**config.mk**
```make
export PLATFORM = sky130hd
export DESIGN_NAME = fb_port_arbiter
export DESIGN_NICKNAME = d
export VERILOG_FILES = /design/src/rtl/rx_pkg.sv /design/src/rtl/fb_wr_fifo.sv /design/src/rtl/fb_port_arbiter.sv
export SDC_FILE = /design/constraint.sdc
export NUM_CORES = 1
export LEC_CHECK = 0
export BUFFER_PORTS_ARGS = -buffer_cell sky130_fd_sc_hd__buf_2
export CAP_MARGIN = 20
export CORE_MARGIN = 1.5
export CORE_UTILIZATION = 48
export DETAILED_ROUTE_END_ITERATION = 12
export PLACE_DENSITY = 0.81
export SYNTH_ARGS = -nofsm -noshare
export SYNTH_HDL_FRONTEND = slang
export SYNTH_SLANG_ARGS = --single-unit
```
**constraint.sdc**
```tcl
create_clock -name i_clk -period 3.1 [get_ports i_clk]
set_input_delay 0.62 -clock i_clk [delete_from_list [all_inputs] [get_ports i_clk]]
set_output_delay 0.62 -clock i_clk [all_outputs]
set_load 0.03 [all_outputs]
```
**src/rtl/rx_pkg.sv**
```systemverilog
// Shared constants and types for the frame-buffer port arbiter.
// Covers the memory geometry, fill burst length, fill FSM encoding and the FIFO entry layout.
package rx_pkg;
    localparam int AW         = 16;
    localparam int DW         = 12;
    localparam int FIFO_DEPTH = 4;

    localparam logic [AW-1:0] MEM_WORDS = 16'h9600;
    localparam logic [AW-1:0] MEM_LAST  = 16'h95FF;
    localparam logic [6:0]    LINE_LAST = 7'd79;   // LINE_WORDS - 1

    typedef enum logic {
        FILL_IDLE = 1'b0,
        FILL_RUN  = 1'b1
    } fill_state_t;

    typedef struct packed {
        logic [AW-1:0] addr;
        logic [DW-1:0] data;
    } wr_entry_t;
endpackage

```
**src/rtl/fb_wr_fifo.sv**
```systemverilog
// Small synchronous FIFO that buffers live Rx writes.
// Push is ignored when full and pop is ignored when empty.
module fb_wr_fifo #(
    parameter int W     = 28,
    parameter int DEPTH = 4
) (
    input  logic                   i_clk,
    input  logic                   i_rst,
    input  logic                   i_push,
    input  logic [W-1:0]           i_wdata,
    input  logic                   i_pop,
    output logic [W-1:0]           o_rdata,
    output logic [$clog2(DEPTH):0] o_count,
    output logic                   o_full,
    output logic                   o_empty
);
    localparam int PW = $clog2(DEPTH);

    logic [W-1:0]  r_mem [DEPTH];
    logic [PW-1:0] r_wptr;
    logic [PW-1:0] r_rptr;
    logic [PW:0]   r_count;
    logic          w_push;
    logic          w_pop;

    assign w_push  = i_push && !o_full;
    assign w_pop   = i_pop && !o_empty;
    assign o_full  = (r_count == (PW+1)'(DEPTH));
    assign o_empty = (r_count == '0);
    assign o_count = r_count;
    assign o_rdata = r_mem[r_rptr];

    // Storage carries no reset; emptiness is tracked entirely by the pointers and count.
    always_ff @(posedge i_clk) begin
        if (w_push) begin
            r_mem[r_wptr] <= i_wdata;
        end
    end

    always_ff @(posedge i_clk or posedge i_rst) begin
        if (i_rst) begin
            r_wptr  <= '0;
            r_rptr  <= '0;
            r_count <= '0;
        end else begin
            if (w_push) begin
                r_wptr <= r_wptr + 1'b1;
            end
            if (w_pop) begin
                r_rptr <= r_rptr + 1'b1;
            end
            case ({w_push, w_pop})
                2'b10:   r_count <= r_count + 1'b1;
                2'b01:   r_count <= r_count - 1'b1;
                default: r_count <= r_count;
            endcase
        end
    end
endmodule

```
**src/rtl/fb_port_arbiter.sv**
```systemverilog
// Frame-buffer port arbiter: reads first, then buffered Rx writes, then zero-fill bursts.
// The memory port is driven combinationally from the grant; read data returns two cycles after the grant.
module fb_port_arbiter
    import rx_pkg::*;
(
    input  logic          i_clk,
    input  logic          i_rst,
    // Rx write handshake: a write transfers on a cycle where i_wr_valid && o_wr_ready;
    // a write offered while o_wr_ready is low is lost and sets o_ovf.
    input  logic          i_wr_valid,
    input  logic [AW-1:0] i_wr_addr,
    input  logic [DW-1:0] i_wr_data,
    output logic          o_wr_ready,
    input  logic          i_fill_req,
    input  logic [AW-1:0] i_fill_addr,
    output logic          o_fill_busy,
    input  logic          i_rd_req,
    input  logic [AW-1:0] i_rd_addr,
    output logic [DW-1:0] o_rd_data,
    output logic          o_rd_valid,
    output logic          o_mem_en,
    output logic          o_mem_we,
    output logic [AW-1:0] o_mem_addr,
    output logic [DW-1:0] o_mem_wdata,
    input  logic [DW-1:0] i_mem_rdata,
    output logic          o_ovf,
    output logic          o_drop,
    output fill_state_t   o_dbg_fill_state
);
    localparam int CW = $clog2(FIFO_DEPTH) + 1;

    wr_entry_t     w_head;
    logic [CW-1:0] w_count;
    logic          w_full;
    logic          w_empty;
    logic          w_push;
    logic          w_pop;
    logic          w_head_oob;
    logic          w_gnt_rd;
    logic          w_gnt_wr;
    logic          w_gnt_fill;

    fill_state_t   r_state;
    fill_state_t   w_state_nxt;
    logic [AW-1:0] r_fptr;
    logic [AW-1:0] w_fptr_nxt;
    logic [6:0]    r_fcnt;
    logic [6:0]    w_fcnt_nxt;

    logic          r_rd_p1;
    logic          r_rd_valid;
    logic [DW-1:0] r_rd_data;
    logic          r_ovf;
    logic          r_drop;

    assign o_wr_ready = (w_count < CW'(FIFO_DEPTH));
    assign w_push     = i_wr_valid && o_wr_ready;

    fb_wr_fifo #(
        .W     ($bits(wr_entry_t)),
        .DEPTH (FIFO_DEPTH)
    ) u_wr_fifo (
        .i_clk   (i_clk),
        .i_rst   (i_rst),
        .i_push  (w_push),
        .i_wdata ({i_wr_addr, i_wr_data}),
        .i_pop   (w_pop),
        .o_rdata (w_head),
        .o_count (w_count),
        .o_full  (w_full),
        .o_empty (w_empty)
    );

    // An out-of-range head is still popped on its slot, so it costs a cycle but never reaches memory.
    assign w_head_oob = (w_head.addr >= MEM_WORDS);
    assign w_gnt_rd   = i_rd_req;
    assign w_pop      = !i_rd_req && !w_empty;
    assign w_gnt_wr   = w_pop && !w_head_oob;
    assign w_gnt_fill = !i_rd_req && w_empty && (r_state == FILL_RUN);

    always_comb begin
        o_mem_en    = 1'b0;
        o_mem_we    = 1'b0;
        o_mem_addr  = '0;
        o_mem_wdata = '0;
        if (w_gnt_rd) begin
            o_mem_en   = 1'b1;
            o_mem_addr = i_rd_addr;
        end else if (w_gnt_wr) begin
            o_mem_en    = 1'b1;
            o_mem_we    = 1'b1;
            o_mem_addr  = w_head.addr;
            o_mem_wdata = w_head.data;
        end else if (w_gnt_fill) begin
            o_mem_en   = 1'b1;
            o_mem_we   = 1'b1;
            o_mem_addr = r_fptr;
        end
    end

    always_comb begin
        w_state_nxt = r_state;
        w_fptr_nxt  = r_fptr;
        w_fcnt_nxt  = r_fcnt;
        case (r_state)
            FILL_IDLE: begin
                if (i_fill_req && (i_fill_addr < MEM_WORDS)) begin
                    w_state_nxt = FILL_RUN;
                    w_fptr_nxt  = i_fill_addr;
                    w_fcnt_nxt  = '0;
                end
            end
            FILL_RUN: begin
                if (w_gnt_fill) begin
                    w_fptr_nxt = r_fptr + AW'(1);
                    w_fcnt_nxt = r_fcnt + 7'd1;
                    // Bursts stop at the end of memory rather than wrapping.
                    if ((r_fcnt == LINE_LAST) || (r_fptr == MEM_LAST)) begin
                        w_state_nxt = FILL_IDLE;
                    end
                end
            end
            default: w_state_nxt = FILL_IDLE;
        endcase
    end

    always_ff @(posedge i_clk or posedge i_rst) begin
        if (i_rst) begin
            r_state    <= FILL_IDLE;
            r_fptr     <= '0;
            r_fcnt     <= '0;
            r_rd_p1    <= 1'b0;
            r_rd_valid <= 1'b0;
            r_rd_data  <= '0;
            r_ovf      <= 1'b0;
            r_drop     <= 1'b0;
        end else begin
            r_state    <= w_state_nxt;
            r_fptr     <= w_fptr_nxt;
            r_fcnt     <= w_fcnt_nxt;
            r_rd_p1    <= w_gnt_rd;
            r_rd_valid <= r_rd_p1;
            if (r_rd_p1) begin
                r_rd_data <= i_mem_rdata;
            end
            r_ovf  <= r_ovf | (i_wr_valid && w_full);
            r_drop <= r_drop | (w_pop && w_head_oob);
        end
    end

    assign o_fill_busy      = (r_state == FILL_RUN);
    assign o_rd_valid       = r_rd_valid;
    assign o_rd_data        = r_rd_data;
    assign o_ovf            = r_ovf;
    assign o_drop           = r_drop;
    assign o_dbg_fill_state = r_state;
endmodule

```
==> results of run 1 <==
-- sequential cells by signal, indices dropped and copies added, names as in the netlist --
| signal | cells |
|---|---|
| u_wr_fifo.r_mem | 112 |
| r_fptr | 16 |
| o_rd_data | 12 |
| r_fcnt | 7 |
| u_wr_fifo.o_count | 3 |
| u_wr_fifo.r_rptr | 2 |
| u_wr_fifo.r_wptr | 2 |
| o_dbg_fill_state | 1 |
| o_drop | 1 |
| o_ovf | 1 |
| o_rd_valid | 1 |
| r_rd_p1 | 1 |
-- worst reg2reg max path: cells and delay by family (launching register included) --
family,cells,cell delay (ns)
xor+xnor,2,0.29
fa+ha+maj,2,0.56
buf+inv,3,0.37
flops,1,0.41
simple gates,3,0.58
-- cell families after synthesis --
group,share of synthesized area (%)
flops,65.33
buf+inv,3.205
fa+ha+maj,1.549
xor+xnor,1.261
mux,11.96
simple gates,7.761
compound gates,8.932
-- power by group through the flow --
stage,combinational (W),sequential (W),clock [W]
2_1_floorplan,0.00168,0.00282,0
3_3_place_gp,0.00225,0.00284,0
3_5_place_dp,0.00230,0.00287,0
4_1_cts,0.00261,0.00282,0.00196
5_1_grt,0.00297,0.00285,0.00206
6_report,0.00277,0.00282,0.00194
-- per-layer routing --
metal / vias to the layer above / wire [um] / GRT usage, %
li1: 2041 / - / -
met1: 2260 / 6021 / 26.10
met2: 228 / 7877 / 36.35
met3: 35 / 1461 / 7.334
met4: 2 / 329 / 8.190
met5: - / 7 / 0
-- placed cells by master, fill, tap and decap left out, types with 17 or more instances in the layout --
| master | instances |
|---|---|
| inv_1 | 22 |
| buf_2 | 96 |
| dfrtp_1 | 45 |
| edfxtp_1 | 112 |
| clkbuf_16 | 17 |
| nand2_1 | 20 |
| buf_6 | 27 |
| a21oi_1 | 20 |
| mux4_2 | 25 |
| buf_4 | 22 |
| nor2_1 | 17 |
-- layout make-up --
class / instances / area (um2) / share of cell area (%)
sequential: 159 / 4542 / 52.25
tap: 180 / 225.2 / 2.591
multi-input combinational: 246 / 2245 / 25.82
antenna: 1 / 2.502 / 0.02879
timing repair buffer: 149 / 1037 / 11.93
clock inverter: 15 / 125.1 / 1.439
inverter: 24 / 90.09 / 1.036
clock buffer: 17 / 425.4 / 4.894
-- how the worst min path moves through the flow --
stage | startpoint | cells after the start | end
5_1_grt | i_rst | 2 | o_rd_data[2]
3_5_place_dp | o_ovf | 1 | o_ovf
3_3_place_gp | o_ovf | 1 | o_ovf
2_1_floorplan | r_rd_p1 | 0 | o_rd_valid
6_report | i_rst | 2 | u_wr_fifo.o_count[2]
4_1_cts | i_wr_addr[15] | 1 | u_wr_fifo.r_mem[0][27]
-- through the flow --
stage	setup slack (ns)	util [%]	power (W)	setup TNS, ns	instances
6_report	-0.08125	62.14	0.007521	-0.4058	791
4_1_cts	-0.04671	60.98	0.007385	-0.2261	787
3_3_place_gp	0.2554	55.78	0.005093	0	750
2_1_floorplan	0.2331	-	0.004496	0	455
5_1_grt	-0.1649	62.12	0.007873	-2.572	790
3_5_place_dp	0.1598	55.78	0.005178	0	750
-- what timing repair did --
item	4_1_cts	5_1_grt
setup buffers	4	1
endpoints found under the setup margin	29	28
hold buffers	0	0
gates resized for setup	41	31
pin swaps	2	1
cloned	1	0
==> impl_results.md, run 1 <==
* Initial Util at 49.67%
* Crit-path leading delay family: multiplexers
* Async S/R FF share, synth at 29.56%
* Register area share after synthesis at between 60% and 70%
* Root Driver: clkbuf_16
* Achievable frequency at between 300 and 400 MHz
* Leakage at around 3.5 nW
* FP Rows at 43
* PwrDens at roughly 870 nW/um2
* Sw Share at 34.48%
* Core ar. at approximately 14000 um2
* Area post-placement at approximately 7800 um2
* Number of synthesized flops with an enable pin at 112
* DR vias at 4566
* Share of cells above drive strength 1 at 40.82%
* CP Capture Type: primary output
* # H-tree levels at 4
* Sw power at roughly 0.0026 W
* Io pins at 125
* Failing checks: setup timing
* Maximum VDD drop at about 690 uV
* R2r setup slk at 0.81 ns
* Primary FF master, synth: edfxtp_1
* RSZ-0062 raised after global routing: true
* Initial antenna violation count at 3
* Crit-path most repeated cell: buf_12
* # DRC at 0
* CP endpoint: o_mem_wdata[3]
* Cell count along the critical path at 8
* Top-area cell type share of the netlist area at 48.41%
* Die height at 123.3 um
* Count of input and output buffers at 124
* Die Wd at roughly 120 um
* HPWL after detailed placement at 10320 um
* CTS tree: done
* Register share of total power at 37.4%
* Max cap viols at 0
* NumNets Final at 682
* Routed Antenna Nets at 0
* Comb power frac at 36.8%
* Yosys cell types at 59
* Clk_skew at 0.01550 ns
* Final wirelength at between 15000 and 20000 um
* Required @ worst endpoint at 2.48 ns
* Post-synth top cells: edfxtp_1 (112), dfrtp_1 (47), mux4_2 (24), inv_1 (23), nand2_1 (21)
* Most common cell in the netlist: edfxtp_1
* Final Wtd Congestion at ~1.0
* Largest net degree at the start of global routing at 48
* Critical path arrival at 2.56 ns
* Total track usage at 21.69%
* Die ar. at 15210 um2
* Post-synthesis cell area at 6948 um2
* Hold Slack at 0.05861 ns
* Crit path from: u_wr_fifo.r_rptr[0]
* PnR worst setup slack at -0.08125 ns
* Worst r2r path cells at 10
* Slew HR at 65.43%
* # fillers at between 1k and 1.5k
* CP bufs+invs at 3
* CTS max path bufs at 2
* Via count of the first global-routing pass at 4639
* Num CTS Buffers at 17
* Worst Setup Start Kind: flop
* Final Hold Viols at 0
* Fin. max-slew vios at 0
* Fin crit period at approximately 3.2 ns
* Synthesis-to-layout area growth at 25.10%
* 1st-pass router iterations at 6
* Syn nets at 540
* RR Endpoint: u_wr_fifo.o_count[2]
* Slowest cell on the critical path: mux4_2
* Worst-path fanout max at 11
* Iter 0 DRT Violations at 543
* Clk pin slew, worst setup/hold paths at 0.06 ns
* Syn_area_per_cell at between 15 and 20 um2
* First-pass GRT wire length at 24050 um
* Crit path kind: flop to primary output
* Final instance area at 8692 um2
* TritonCTS Sinks at 159
* Clk pwr share at approximately 26%
* Internal Pwr Total at 0.004928 W
* Synth area leader: edfxtp_1
* Clk_lat worst skew at 0.44 ns
* Final critical-path share of the clock period at 102.6%
* Routed wire per std cell at 19.84 um
* Synth warn at 0
* Worst reg2reg path startpoint: u_wr_fifo.o_count[2]
* Gate count of the mapped netlist at 455
* Critical Path, Cell by Cell: buf_12 > mux4_2 > a21o_1 > nand3_2 > nand3_4 > buf_12 > and2b_1 > buf_6
* Yosys reg bits at around 160
* Final setup fails at 15
* Synth top area cells: edfxtp_1 (48%), dfrtp_1 (17%), mux4_2 (7.8%)
* Worst slew pin tran at 0.5055 ns
* Status: complete, but fails checks
* Detail-routed via count per cell at a little under 6
* Worst min-delay path class: primary input to asynchronous set/reset pin
* Worst path max stage delay at 0.52 ns
* Grt ovf at 0
Note: power is estimated with default switching activity, not from simulation.
==> run 2, diff against run 1 <==
- SETUP_SLACK_MARGIN: default -> 0.1
==> run 2 against run 1 <==
The flow still finishes with violations (setup timing). Clock skew decreased by 0.0097 ns. Clock-buffer cell count unchanged. Global-route usage increased by 0.13 points. Total power increased by 2.5%. Via count increased by 0.90%. Cell count increased by 0.63%. First-iteration DRC count decreased by 9.0%. Final area increased by 1.5%. Critical path depth unchanged. Sequential share of layout area decreased by 0.76 points. Critical path type unchanged. Flip-flop and latch count unchanged. Highest routed layer unchanged. Hold slack improved by 0.016 ns.
==> impl_results.md, run 2 (same netlist as run 1, synthesis figures left out) <==
* Status: complete, but fails checks (unchanged)
* Failing checks: setup timing (unchanged)
* Post-CTS Hold Buffers at 0 (unchanged)
* Fin. max-slew vios at 0 (unchanged)
* Final setup fails at 9 (was 15)
* Synthesis-to-layout area growth at 26.96% (was 25.10%)
* Worst-path fanout max at 6 (was 11)
* NumNets Final at 687 (was 682)
* Num CTS Buffers at 17 (unchanged)
* RSZ-0062 raised after global routing: true (unchanged)
* Core ar. at 13990 um2 (unchanged)
* Sw power at 0.002662 W (was 0.002593 W)
* Final Hold Viols at 0 (unchanged)
* Die height at 123.3 um (unchanged)
* Clk_skew at 0.005769 ns (was 0.01550 ns)
* Crit-path leading delay family: multiplexers (unchanged)
* CP Capture Type: primary output (unchanged)
* Initial antenna violation count at 3 (unchanged)
* Comb power frac at 38.4% (was 36.8%)
* Met1 wire length at 6100 um (was 6021 um)
* Area post-placement at 7802 um2 (unchanged)
* CTS tree: done (unchanged)
* Total track usage at 21.82% (was 21.69%)
* Via count of the first global-routing pass at 4638 (was 4639)
* Routed Antenna Nets at 0 (unchanged)
* Routed wire per std cell at 20.07 um (was 19.84 um)
* Worst min-delay path class: primary input to asynchronous set/reset pin (unchanged)
* Clk pwr share at 25.0% (was 25.7%)
* # H-tree levels at 4 (unchanged)
* Final Wtd Congestion at 1.050 (unchanged)
* HPWL after detailed placement at 10320 um (unchanged)
* Detail-routed via count per cell at 5.788 (was 5.772)
* Initial Util at 49.67% (unchanged)
* PnR worst setup slack at -0.06066 ns (was -0.08125 ns)
* Final critical-path share of the clock period at 102.0% (was 102.6%)
* Slowest cell on the critical path: mux4_2 (unchanged)
* CP bufs+invs at 3 (unchanged)
* Largest register FFs at 112 (unchanged)
* Multi-input gate area at 2308 um2 (was 2245 um2)
* Clk pin slew, worst setup/hold paths at 0.06 ns (about the same)
* Highest routed layer: met5 (unchanged)
* Sw Share at 34.54% (was 34.48%)
* Worst Setup Start Kind: flop (unchanged)
* Clk_lat worst skew at 0.42 ns (was 0.44 ns)
* Die Wd at 123.3 um (unchanged)
* Final instance area at 8821 um2 (was 8692 um2)
* Hold Slack at 0.07493 ns (was 0.05861 ns)
* Die ar. at 15210 um2 (unchanged)
* TritonCTS Sinks at 159 (unchanged)
* Maximum VDD drop at 725.9 uV (was 688.5 uV)
* Wire length on met3 at 1535 um (was 1461 um)
* Most frequent cells in the layout: edfxtp_1 (112), buf_2 (95), dfrtp_1 (45) (was edfxtp_1 (112), buf_2 (96), dfrtp_1 (45))
* Biggest register: u_wr_fifo.r_mem (unchanged)
* Fin crit period at 3.161 ns (was 3.181 ns)
* Register Area at 4542 um2 (unchanged)
* Iter 0 DRT Violations at 494 (was 543)
* Slew HR at 65.61% (was 65.43%)
* Achievable frequency at 316.4 MHz (was 314.3 MHz)
* Final wirelength at 15970 um (was 15700 um)
* Worst path max stage delay at 0.52 ns (about the same)
* Crit-path most repeated cell: buf_12 (unchanged)
* Critical path arrival at 2.54 ns (was 2.56 ns)
* Internal Pwr Total at 0.005046 W (was 0.004928 W)
* First-pass GRT wire length at 24170 um (was 24050 um)
* Critical Path, Cell by Cell: buf_12 > mux4_2 > a21o_1 > nand3_2 > nand3_4 > buf_12 > and2b_1 > buf_6 (unchanged)
* FP Rows at 43 (unchanged)
* DR vias at 4607 (was 4566)
* Leakage at 3.506 nW (was 3.456 nW)
* # fillers at 1003 (was 1021)
* Register share of total power at 36.6% (was 37.4%)
* Io pins at 125 (unchanged)
* 1st-pass router iterations at 5 (was 6)
* Largest net degree at the start of global routing at 48 (unchanged)
* Worst slew pin tran at 0.5158 ns (was 0.5055 ns)
* # DRC at 0 (unchanged)
* PwrDens at 873.8 nW/um2 (was 865.3 nW/um2)
* CTS max path bufs at 2 (unchanged)
* Count of input and output buffers at 124 (unchanged)
* Grt ovf at 0 (unchanged)
* Wire length on met2 at 7967 um (was 7877 um)
* Commonest non-fill, non-tap cell in the layout: edfxtp_1 (unchanged)
* Root Driver: clkbuf_16 (unchanged)
* Max cap viols at 0 (unchanged)
* Share of cells above drive strength 1 at 41.95% (was 40.82%)
* Crit path kind: flop to primary output (unchanged)
* Required @ worst endpoint at 2.48 ns (about the same)
==> run 2: cell count changes in the layout (fill, tap and decap cells not counted), sizes merged <==
cell	before	now
buf	149	152
clkbuf	17	19
==> run 2: power groups by stage <==
stage               clock network (W)  registers (W)  logic [W]
floorplan                           0        0.00282    0.00168
global placement                    0        0.00284    0.00225
detailed placement                  0        0.00287    0.00230
CTS                           0.00196        0.00282    0.00273
global route                  0.00206        0.00285    0.00316
finish                        0.00193        0.00282    0.00296
==> run 2: routing by layer <==
metal  GRT usage, %  up-vias
li1               -     2047
met1          26.13     2279
met2          36.84      243
met3          7.334       36
met4          8.046        2
met5              0        -
==> run 2: repair_timing <==
item,4_1_cts,5_1_grt
gates resized for setup,61,25
endpoints found under the setup margin,29,30
hold endpoints to repair,0,0
pin swaps,4,9
cloned,1,1
setup buffers,6,3
==> run 2: final timing paths <==
path / start / endpoint / slack [ns] / depth (start not counted)
min in group i_clk: i_wr_data[8] / u_wr_fifo.r_mem[2][8] / 0.41 / 1
max in group asynchronous: i_rst / u_wr_fifo.r_rptr[0] / 2.57 / 3
worst max-delay path: u_wr_fifo.r_rptr[0] / o_mem_wdata[1] / -0.06 / 8
worst min register to register: o_ovf / o_ovf / 0.48 / 1
worst min-delay path: i_rst / u_wr_fifo.o_count[2] / 0.07 / 2
worst max register to register: u_wr_fifo.o_count[2] / u_wr_fifo.o_count[2] / 0.84 / 10
==> run 2: worst reg2reg max path: stages (launching register included) <==
cell and delay [ns]:
dfrtp_1 0.42, nor3_2 0.08, or2_2 0.36, inv_1 0.15, buf_4 0.16, ha_1 0.19
inv_1 0.06, fa_1 0.37, xor2_1 0.15, nor2_1 0.11, xnor2_1 0.14
==> run 2: metrics by stage <==
stage          instances  setup TNS [ns]  util, %  setup slack (ns)  total power, W
2_1_floorplan        455               0        -            0.2331        0.004496
3_3_place_gp         750               0    55.78            0.2554        0.005093
3_5_place_dp         750               0    55.78            0.1598        0.005178
4_1_cts              789         -0.1713    61.67          -0.04150        0.007508
5_1_grt              795          -2.530    63.04           -0.1484        0.008072
6_report             796         -0.2178    63.06          -0.06066        0.007708
==> run 2: layout make-up <==
cell class,instances,share of cell area (%)
flip-flops and latches,159,51.49
multi-input cells,246,26.17
repair buffers,154,12.50
clock buffers,17,4.823
well taps,180,2.553
clock inverters,15,1.418
inverters,24,1.021
diodes,1,0.02837
==> run 3, diff against run 2 <==
- BUFFER_PORTS_ARGS: -buffer_cell sky130_fd_sc_hd__buf_2 -> default
- DONT_BUFFER_PORTS: default -> 1
- PLACE_DENSITY: 0.81 -> 0.74
==> run 3 against run 2 <==
Clock-buffer cell count did not move. The run now ends clean. Critical path type unchanged. Flip-flop and latch count did not move. Die area unchanged. Hold slack better by 0.10 ns. Combinational power decreased by 17%. Largest cell class unchanged. Critical path depth down 2. Sequential share of layout area is 4.5 points higher. Total power down 4.9%.
==> impl_results.md, run 3 (same netlist as run 1, synthesis figures left out) <==
* PnR worst setup slack at 0.02628 ns (was -0.06066 ns)
* Final wirelength at 14640 um (was 15970 um)
* Worst min-delay path class: primary input to asynchronous set/reset pin (unchanged)
* R2r setup slk at 0.91 ns (was 0.84 ns)
* Hold Slack at 0.1750 ns (was 0.07493 ns)
* Root Driver: clkbuf_16 (unchanged)
* 1st-pass router iterations at 5 (unchanged)
* Via count of the first global-routing pass at 4140 (was 4638)
* Die Wd at 123.3 um (unchanged)
* Slew HR at 54.20% (was 65.61%)
* Clk pin slew, worst setup/hold paths at 0.06 ns (about the same)
* Fin. max-slew vios at 0 (unchanged)
* Commonest non-fill, non-tap cell in the layout: edfxtp_1 (unchanged)
* Share of cells above drive strength 1 at 28.74% (was 41.95%)
* NumNets Final at 573 (was 687)
* Final Hold Viols at 0 (unchanged)
* Crit path from: u_wr_fifo.r_rptr[0] (unchanged)
* Maximum VDD drop at 499.8 uV (was 725.9 uV)
* CTS max path bufs at 2 (unchanged)
* Worst r2r path cells at 9 (was 10)
* First-pass GRT wire length at 22550 um (was 24170 um)
* Num CTS Buffers at 17 (unchanged)
* Final Wtd Congestion at 0.8909 (was 1.050)
* TritonCTS Sinks at 159 (unchanged)
* FP Rows at 43 (unchanged)
* RR Endpoint: u_wr_fifo.o_count[2] (unchanged)
* Largest register FFs at 112 (unchanged)
* Multi-input gate area at 2318 um2 (was 2308 um2)
* Status: completed (was complete, but fails checks)
* DR vias at 4003 (was 4607)
* Synthesis-to-layout area growth at 16.80% (was 26.96%)
* Final instance area at 8115 um2 (was 8821 um2)
* # H-tree levels at 4 (unchanged)
* Iter 0 DRT Violations at 333 (was 494)
* Worst slew pin tran at 0.6860 ns (was 0.5158 ns)
* # fillers at 1076 (was 1003)
* Critical path arrival at 2.45 ns (was 2.54 ns)
* PwrDens at 903.0 nW/um2 (was 873.8 nW/um2)
* Initial antenna violation count at 0 (was 3)
* Core ar. at 13990 um2 (unchanged)
* Final core utilization at 58.01% (was 63.06%)
* Die ar. at 15210 um2 (unchanged)
* Required @ worst endpoint at 2.48 ns (about the same)
* Area post-placement at 7287 um2 (was 7802 um2)
* RSZ-0062 raised after global routing: true (unchanged)
* Max cap viols at 0 (unchanged)
* Routed wire per std cell at 21.50 um (was 20.07 um)
* # DRC at 0 (unchanged)
* Clk_lat worst skew at 0.43 ns (was 0.42 ns)
* Initial Util at 49.67% (unchanged)
* Post-CTS Hold Buffers at 0 (unchanged)
* Biggest register: u_wr_fifo.r_mem (unchanged)
* Final setup fails at 0 (was 9)
* Fin crit period at 3.074 ns (was 3.161 ns)
* Detail-routed via count per cell at 5.878 (was 5.788)
* Count of input and output buffers at 0 (was 124)
* Worst Setup Start Kind: flop (unchanged)
* Worst reg2reg path startpoint: u_wr_fifo.o_count[2] (unchanged)
* CP Capture Type: primary output (unchanged)
* Die height at 123.3 um (unchanged)
* Most frequent cells in the layout: edfxtp_1 (112), dfrtp_1 (45), buf_4 (28) (was edfxtp_1 (112), buf_2 (95), dfrtp_1 (45))
* Crit path kind: flop to primary output (unchanged)
* Final critical-path share of the clock period at 99.15% (was 102.0%)
* Grt ovf at 0 (unchanged)
* Leakage at 2.991 nW (was 3.506 nW)
* Io pins at 125 (unchanged)
* Pre-CTS setup slack at 0.2220 ns (was 0.1598 ns)
* CTS tree: done (unchanged)
* HPWL after detailed placement at 9902 um (was 10320 um)
* Routed Antenna Nets at 0 (unchanged)
* Largest net degree at the start of global routing at 33 (was 48)
* CP endpoint: o_mem_addr[15] (was o_mem_wdata[1])
* Register Area at 4542 um2 (unchanged)
* Worst-path fanout max at 4 (was 6)
* Total inserted antenna cells at 0 (was 1)
* Total track usage at 20.44% (was 21.82%)
* Clk_skew at 0.01758 ns (was 0.005769 ns)
* Achievable frequency at 325.3 MHz (was 316.4 MHz)
run 3: cell count changes in the layout (fill, tap and decap cells not counted), sizes merged:
cell,change
buf,-112
clkbuf,-2
clkinv,-2
clkinvlp,+2
bufinv,+1
diode,-1
inv,-1
run 3: metrics by stage:
| stage | total power, W | cells | setup TNS, ns |
|---|---|---|---|
| 2_1_floorplan | 0.004496 | 455 | 0 |
| 3_3_place_gp | 0.004995 | 640 | 0 |
| 3_5_place_dp | 0.005071 | 640 | 0 |
| 4_1_cts | 0.007317 | 678 | 0 |
| 5_1_grt | 0.007695 | 681 | -0.1713 |
| 6_report | 0.007328 | 681 | 0 |
run 3: how the worst min path moves through the flow:
stage | endpoint | start | slack (ns) | cells after the start
floorplan | o_rd_valid | r_rd_p1 | 0.41 | 0
finish | o_ovf | i_rst | 0.18 | 1
detailed placement | u_wr_fifo.o_count[0] | u_wr_fifo.o_count[0] | 0.50 | 1
global placement | u_wr_fifo.o_count[0] | u_wr_fifo.o_count[0] | 0.49 | 1
CTS | o_ovf | i_rst | 0.19 | 1
global route | r_rd_p1 | i_rd_req | 0.20 | 0
run 3: per-layer routing:
metal  up-vias  wire, um  track usage (%)  share of wire [%]
met5         -         0                0                  0
met4         0       178            6.178                1.2
met3        14      1209            7.103                8.3
met2       157      7222            33.78                 49
met1      2019      6032            25.56                 41
li1       1813         -                -                  -
run 3: repair_timing:
action / 4_1_cts / 5_1_grt
pin swaps: 6 / 1
resized for setup: 24 / 14
setup endpoints to repair: 29 / 29
setup buffers: 6 / 2
run 3: critical path: stages, from the launching register on:
cell and delay (ns):
dfrtp_2 0.42, buf_6 0.12, mux4_2 0.50, or2_4 0.28, a21o_1 0.20, o311ai_4 0.33, buf_6 0.18
run 3: power by group:
part	internal (W)	switching [W]	leakage, nW
Clock	0.00113	0.000875	0.274
Combinational	0.00106	0.00140	1.13
Sequential	0.00262	0.000239	1.59
Total	0.00481	0.00251	2.99
run 3: layout make-up:
type,count,share of cell area [%]
repair buffers,40,4.471
well taps,180,2.775
multi-input cells,246,28.57
clock inverters,15,1.866
flip-flops and latches,159,55.97
clock buffers,17,5.242
inverters,24,1.110
